**config.mk**
```make
export PLATFORM = sky130hd
export DESIGN_NAME = dut_alu_scheduler
export DESIGN_NICKNAME = d
export VERILOG_FILES = /design/src/rtl/dut_sched_pkg.sv /design/src/rtl/rr_arbiter.sv /design/src/rtl/dut_alu_scheduler.sv
export SDC_FILE = /design/constraint.sdc
export NUM_CORES = 1
export LEC_CHECK = 0
export BUFFER_PORTS_ARGS = -buffer_cell sky130_fd_sc_hd__clkbuf_2
export CORE_MARGIN = 2
export CORE_UTILIZATION = 35
export DETAILED_ROUTE_END_ITERATION = 10
export PLACE_DENSITY = 0.62
export SETUP_SLACK_MARGIN = 0.1
export SYNTH_ARGS = -nofsm -noshare
export SYNTH_HDL_FRONTEND = slang
export SYNTH_HIERARCHICAL = 1
export SYNTH_SLANG_ARGS = --single-unit
```
**constraint.sdc**
```tcl
create_clock -name i_clk -period 3.5 [get_ports i_clk]
set_input_delay 0.175 -clock i_clk [delete_from_list [all_inputs] [get_ports i_clk]]
set_output_delay 0.175 -clock i_clk [all_outputs]
set_load 0.05 [all_outputs]
```
**src/rtl/dut_sched_pkg.sv**
```systemverilog
// Shared types and constants for the ALU scheduler: FSM states, opcode
// encodings and the latched ALU request bundle.
package dut_sched_pkg;

  typedef enum logic [1:0] {
    IDLE  = 2'd0,
    ISSUE = 2'd1,
    WAIT  = 2'd2,
    RESP  = 2'd3
  } state_e;

  localparam logic OP_ADD = 1'b1;
  localparam logic OP_MUL = 1'b0;

  typedef struct packed {
    logic [7:0] data_A;
    logic [7:0] data_B;
    logic       sel_op;
  } alu_req_t;

endpackage

```
**src/rtl/rr_arbiter.sv**
```systemverilog
// Combinational round-robin arbiter: grants the first asserted request at or
// after the pointer, wrapping from N-1 back to 0. Produces a one-hot grant and
// its encoded index; both are zero when no request is asserted.
module rr_arbiter #(
  parameter int N = 4,
  localparam int IW = $clog2(N)
) (
  input  logic [N-1:0]  req,
  input  logic [IW-1:0] ptr,
  output logic [N-1:0]  grant,
  output logic [IW-1:0] grant_idx
);

  int          pos;
  logic [IW-1:0] idx;
  logic        found;

  // Walk the requests starting at the pointer and keep the first hit.
  always_comb begin
    grant     = '0;
    grant_idx = '0;
    found     = 1'b0;
    pos       = 0;
    idx       = '0;
    for (int i = 0; i < N; i++) begin
      pos = int'(ptr) + i;
      if (pos >= N) begin
        pos = pos - N;
      end
      idx = IW'(pos);
      if (!found && req[idx]) begin
        found      = 1'b1;
        grant[idx] = 1'b1;
        grant_idx  = idx;
      end
    end
  end

endmodule

```
**src/rtl/dut_alu_scheduler.sv**
```systemverilog
// Shares one registered 8x8 add/multiply ALU between NUM_REQ requesters.
// Each operation runs accept -> issue -> wait -> capture -> respond with a
// single op in flight; the round-robin pointer moves past the served
// requester only once its response has been taken.
module dut_alu_scheduler
  import dut_sched_pkg::*;
#(
  parameter int NUM_REQ = 4,
  parameter int ALU_LAT = 1,
  localparam int ID_W = $clog2(NUM_REQ)
) (
  input  logic                 i_clk,
  input  logic                 i_reset,
  input  logic [NUM_REQ-1:0]   i_req_valid,
  input  logic [NUM_REQ*8-1:0] i_req_data_A,
  input  logic [NUM_REQ*8-1:0] i_req_data_B,
  input  logic [NUM_REQ-1:0]   i_req_sel_op,
  output logic [NUM_REQ-1:0]   o_req_ready,
  output logic [7:0]           o_alu_data_A,
  output logic [7:0]           o_alu_data_B,
  output logic                 o_alu_sel_op,
  input  logic [15:0]          i_alu_data,
  output logic                 o_rsp_valid,
  output logic [ID_W-1:0]      o_rsp_id,
  output logic [15:0]          o_rsp_data,
  input  logic                 i_rsp_ready,
  output logic                 o_busy
);

  localparam int CNT_W = (ALU_LAT > 1) ? $clog2(ALU_LAT) : 1;

  state_e            state_q;
  state_e            state_d;
  alu_req_t          op_q;
  logic [ID_W-1:0]   id_q;
  logic [ID_W-1:0]   ptr_q;
  logic [CNT_W-1:0]  cnt_q;
  logic [15:0]       rsp_data_q;

  logic [NUM_REQ-1:0] grant;
  logic [ID_W-1:0]    grant_idx;
  logic               accept;
  logic               capture;
  logic               handshake;

  logic [7:0] req_a [NUM_REQ];
  logic [7:0] req_b [NUM_REQ];

  for (genvar k = 0; k < NUM_REQ; k++) begin : g_unpack
    assign req_a[k] = i_req_data_A[8*k +: 8];
    assign req_b[k] = i_req_data_B[8*k +: 8];
  end

  rr_arbiter #(.N(NUM_REQ)) u_arb (
    .req       (i_req_valid),
    .ptr       (ptr_q),
    .grant     (grant),
    .grant_idx (grant_idx)
  );

  // State register; reset aborts any op in flight without a response.
  always_ff @(posedge i_clk or posedge i_reset) begin
    if (i_reset) begin
      state_q <= IDLE;
    end else begin
      state_q <= state_d;
    end
  end

  // Next state plus every FSM-driven output; the ALU bus is zero outside ISSUE/WAIT.
  always_comb begin
    state_d      = state_q;
    o_req_ready  = '0;
    o_alu_data_A = '0;
    o_alu_data_B = '0;
    o_alu_sel_op = 1'b0;
    o_rsp_valid  = 1'b0;
    accept       = 1'b0;
    capture      = 1'b0;
    handshake    = 1'b0;
    case (state_q)
      IDLE: begin
        if (|i_req_valid) begin
          accept      = 1'b1;
          o_req_ready = grant;
          state_d     = ISSUE;
        end
      end
      ISSUE: begin
        o_alu_data_A = op_q.data_A;
        o_alu_data_B = op_q.data_B;
        o_alu_sel_op = op_q.sel_op;
        state_d      = WAIT;
      end
      WAIT: begin
        o_alu_data_A = op_q.data_A;
        o_alu_data_B = op_q.data_B;
        o_alu_sel_op = op_q.sel_op;
        if (cnt_q == '0) begin
          capture = 1'b1;
          state_d = RESP;
        end
      end
      RESP: begin
        o_rsp_valid = 1'b1;
        if (i_rsp_ready) begin
          handshake = 1'b1;
          state_d   = IDLE;
        end
      end
      default: begin
        state_d = IDLE;
      end
    endcase
  end

  // Sample the winner's operands and id only in the accept cycle.
  always_ff @(posedge i_clk or posedge i_reset) begin
    if (i_reset) begin
      op_q <= '0;
      id_q <= '0;
    end else if (accept) begin
      op_q.data_A <= req_a[grant_idx];
      op_q.data_B <= req_b[grant_idx];
      op_q.sel_op <= i_req_sel_op[grant_idx];
      id_q        <= grant_idx;
    end
  end

  // Count down the ALU latency; loaded on issue so capture lands ALU_LAT cycles later.
  always_ff @(posedge i_clk or posedge i_reset) begin
    if (i_reset) begin
      cnt_q <= '0;
    end else if (state_q == ISSUE) begin
      cnt_q <= CNT_W'(ALU_LAT - 1);
    end else if (state_q == WAIT && cnt_q != '0) begin
      cnt_q <= cnt_q - 1'b1;
    end
  end

  // Capture the ALU result once the wait count expires and hold it through RESP.
  always_ff @(posedge i_clk or posedge i_reset) begin
    if (i_reset) begin
      rsp_data_q <= '0;
    end else if (capture) begin
      rsp_data_q <= i_alu_data;
    end
  end

  // Move the round-robin pointer past the served requester on response handshake.
  always_ff @(posedge i_clk or posedge i_reset) begin
    if (i_reset) begin
      ptr_q <= '0;
    end else if (handshake) begin
      ptr_q <= (id_q == ID_W'(NUM_REQ - 1)) ? '0 : id_q + 1'b1;
    end
  end

  assign o_rsp_id   = id_q;
  assign o_rsp_data = rsp_data_q;
  assign o_busy     = (state_q != IDLE);

endmodule

```
==> metrics.md <==
| Metric | Value |
|---|---|
| CTS HTree Levels | 2 |
| Starting density of the core | around 37% |
| Endpoint kind of the worst setup timing path | flop |
| Antenna Nets Post-Route | 0 |
| Clock edge transition at the registers on the reported setup and hold paths | approximately 0.08 ns |
| Area inside the core boundary | between 7000 and 8000 um^2 |
| Unrepaired setup endpoints after global routing | false |
| Cell chosen for the clock root | sky130_fd_sc_hd__clkbuf_8 |
| Count of warnings emitted by yosys | 6 |
| Status | finished, final reports clean |
| Routed wirelength normalized by instance count | between 10 and 15 um |
| Overflow left after global routing | 0 |
| Antenna violations before repair | 0 |
| Detailed-route via count | around 2.2k |
| Final min period | ~3 ns |
| Most frequent standard cell in the layout excluding fill and tap cells | sky130_fd_sc_hd__clkbuf_2 |
| Max Clk Rate | roughly 0.33 GHz |
| Final number of max-transition violations | 0 |
| Final Setup Violations | 0 |
| Primary flip-flop cell chosen by synthesis mapping | sky130_fd_sc_hd__dfrtp_1 |
| Remaining routing DRC violations | 0 |
| Count of buffers added by post-CTS timing repair for setup | 0 |
| Share of the cycle needed by the critical path after routing | 86.5% |
| Clock latency on the worst-skew pair | a little under 0.3 ns |
| Nature of the critical path startpoint | flop |
| Number of ports placed on the die boundary | about 130 |
| Worst hold-check path type | in -> reg |
| Overall global routing resource usage | ~15% |
| Crit-path max FO | 18 |
| Wire length of the first global-routing pass | between 9 and 10 mm |
| Detailed-route vias per instance | 4.92 |
| Die area | 8370 um^2 |
| Pin count of the biggest net entering global routing | 41 |
| Commonest cells after routing, fill and taps aside | sky130_fd_sc_hd__clkbuf_2 (131), sky130_fd_sc_hd__dfrtp_1 (40), sky130_fd_sc_hd__mux2_2 (37), sky130_fd_sc_hd__and2_1 (17), sky130_fd_sc_hd__mux4_2 (15) |
| Part of the Yosys area used for sequential elements | approximately 37% |
| Share of flip-flops with an asynchronous set or reset | between 90% and 100% |
| Chip width | 91.5 um |
| Avg Inst Size Synth | ~12 um^2 |
| Post-synthesis cell type count | 38 |
| Buffers from clock root to sink, at most | 2 |
| Worst Tran Pin Value | 0.663 ns |
| Fraction of final layout cells sized beyond drive strength 1 | 59.7% |
| Number of buffers created by CTS | 5 |
| Drt pass-1 iters | 4 |
| Count of nets after finishing | between 400 and 500 |
| Cell row count | 31 |
| Hold violation count in the final report | 0 |
| Max-capacitance violation count | 0 |
| Clock tree from TritonCTS | yes |
| Synth Cell Area | 2680 um^2 |
| Number of enable flip-flop cells after synthesis | 0 |
| Syn nets | 317 |
| Accumulated negative setup slack | 0 ns |
| Syn Inst Count | about 220 |
| Port Buffers | approximately 130 |
| Critical path type | reg -> reg |
| GPL Wtd Cong | roughly 0.8 |
| Clock skew after layout | around 0.0063 ns |
| Register bit count reported by yosys | 40 |
| Initial drt markers | 50 |
| Number of global-route vias before repair | between 2k and 2.5k |
| Area growth from synthesis to final layout | 31.5% |
| Worst endpoint required time | roughly 3.7 ns |
| CTS sink count | 40 |
| Final wirelength | 6.16 mm |
| Critical path data arrival time | 3.21 ns |
| Placed wire-length estimate | 4.81 mm |
| Diodes inserted | 0 |
| Normalized max-slew margin | a little under three fifths |
| Final core utilization | between 40 and 50% |
| Vertical die dimension | 91.5 um |
## per-layer routing
| metal | GRT usage (%) | vias up | wire [um] |
|---|---|---|---|
| met2 | 24.8 | 101 | 2960 |
| li1 | - | 1045 | - |
| met5 | 0 | - | 0 |
| met3 | 4.73 | 7 | 582 |
| met1 | 18.4 | 1033 | 2550 |
| met4 | 3.66 | 0 | 75 |
## cells by family after synthesis
| kind of cell | after synthesis | share of synthesized area [%] |
|---|---|---|
| flops | 40 | 37.4 |
| compound gates | 23 | 6.36 |
| fa+ha+maj | 11 | 5.14 |
| mux | 60 | 34.2 |
| simple gates | 52 | 10.9 |
| buf+inv | 29 | 5.98 |
## state kept, by name (all words and copies together) (netlist names)
signal      count
o_rsp_id        2
ptr_q           2
o_rsp_data     16
state_q         2
op_q           17
cnt_q           1
## synthesized netlist by cell type (2+ instances only)
cell	n	area, um^2
sky130_fd_sc_hd__dfrtp_1	40	1000
sky130_fd_sc_hd__mux2_2	37	417
sky130_fd_sc_hd__and2_1	17	106
sky130_fd_sc_hd__mux4_2	15	338
sky130_fd_sc_hd__inv_1	12	45.0
sky130_fd_sc_hd__nand2_1	12	45.0
sky130_fd_sc_hd__ha_1	11	138
sky130_fd_sc_hd__nor2_1	8	30.0
sky130_fd_sc_hd__o21ai_0	8	40.0
sky130_fd_sc_hd__buf_2	7	35.0
sky130_fd_sc_hd__mux4_1	5	131
sky130_fd_sc_hd__a221o_2	4	45.0
sky130_fd_sc_hd__clkbuf_2	3	15.0
sky130_fd_sc_hd__mux2i_1	3	30.0
sky130_fd_sc_hd__nand2b_1	3	18.8
sky130_fd_sc_hd__nor3b_1	3	22.5
sky130_fd_sc_hd__a31oi_1	2	12.5
sky130_fd_sc_hd__and3b_1	2	17.5
sky130_fd_sc_hd__buf_4	2	15.0
sky130_fd_sc_hd__buf_6	2	22.5
sky130_fd_sc_hd__o31ai_1	2	15.0
## worst paths after layout
| path | start | to | slack (ns) | cells after the start |
|---|---|---|---|---|
| setup / recovery | ptr_q[0]$_DFFE_PP0P_ | op_q[13]$_DFFE_PP0P_ | 0.47 | 8 |
| hold / removal | i_alu_data[11] | o_rsp_data[11]$_DFFE_PP0P_ | 0.12 | 2 |
| setup reg to reg | ptr_q[0]$_DFFE_PP0P_ | op_q[13]$_DFFE_PP0P_ | 0.47 | 8 |
| hold reg to reg | op_q[4]$_DFFE_PP0P_ | op_q[4]$_DFFE_PP0P_ | 0.50 | 1 |
| max in group asynchronous | i_reset | op_q[16]$_DFFE_PP0P_ | 2.61 | 4 |
| min in group asynchronous | i_reset | o_rsp_data[13]$_DFFE_PP0P_ | 0.53 | 4 |
## worst max-delay path: stages (launching register included)
cell and delay (ns):
sky130_fd_sc_hd__dfrtp_1 0.34, sky130_fd_sc_hd__inv_1 0.07, sky130_fd_sc_hd__ha_1 0.40, sky130_fd_sc_hd__o21ai_0 0.12
sky130_fd_sc_hd__o31ai_1 0.56, sky130_fd_sc_hd__o31a_1 0.22, sky130_fd_sc_hd__buf_4 0.31, sky130_fd_sc_hd__mux4_1 0.60
sky130_fd_sc_hd__mux2_2 0.27
## metrics by stage
| step | std cells | instance area [um^2] | worst slack [ns] | hold WS (ns) |
|---|---|---|---|---|
| after floorplan | 215 | 2680 | 0.449 | 0.327 |
| after global placement | 435 | 3400 | 0.595 | 0.305 |
| after detailed placement | 435 | 3400 | 0.449 | 0.313 |
| after CTS | 444 | 3520 | 0.440 | 0.107 |
| after global routing | 444 | 3520 | 0.212 | 0.0939 |
| final | 444 | 3520 | 0.473 | 0.116 |
## final cells by class
class	count	area, um^2
clock inverter	3	42.5
fill	692	3810
timing repair buffer	139	718
sequential	40	1000
multi-input combinational	146	1520
clock buffer	5	68.8
inverter	12	45.0
tap	99	124
## timing repair
| action | in CTS | in global routing |
|---|---|---|
| hold buffers | 1 | 0 |
| setup endpoints to repair | 0 | 0 |
| gates resized for setup | 0 | 0 |
| hold endpoints to repair | 28 | 0 |
Power is not shown: default switching activity piles up to over one toggle a cycle in this logic, so the estimate is an artifact.
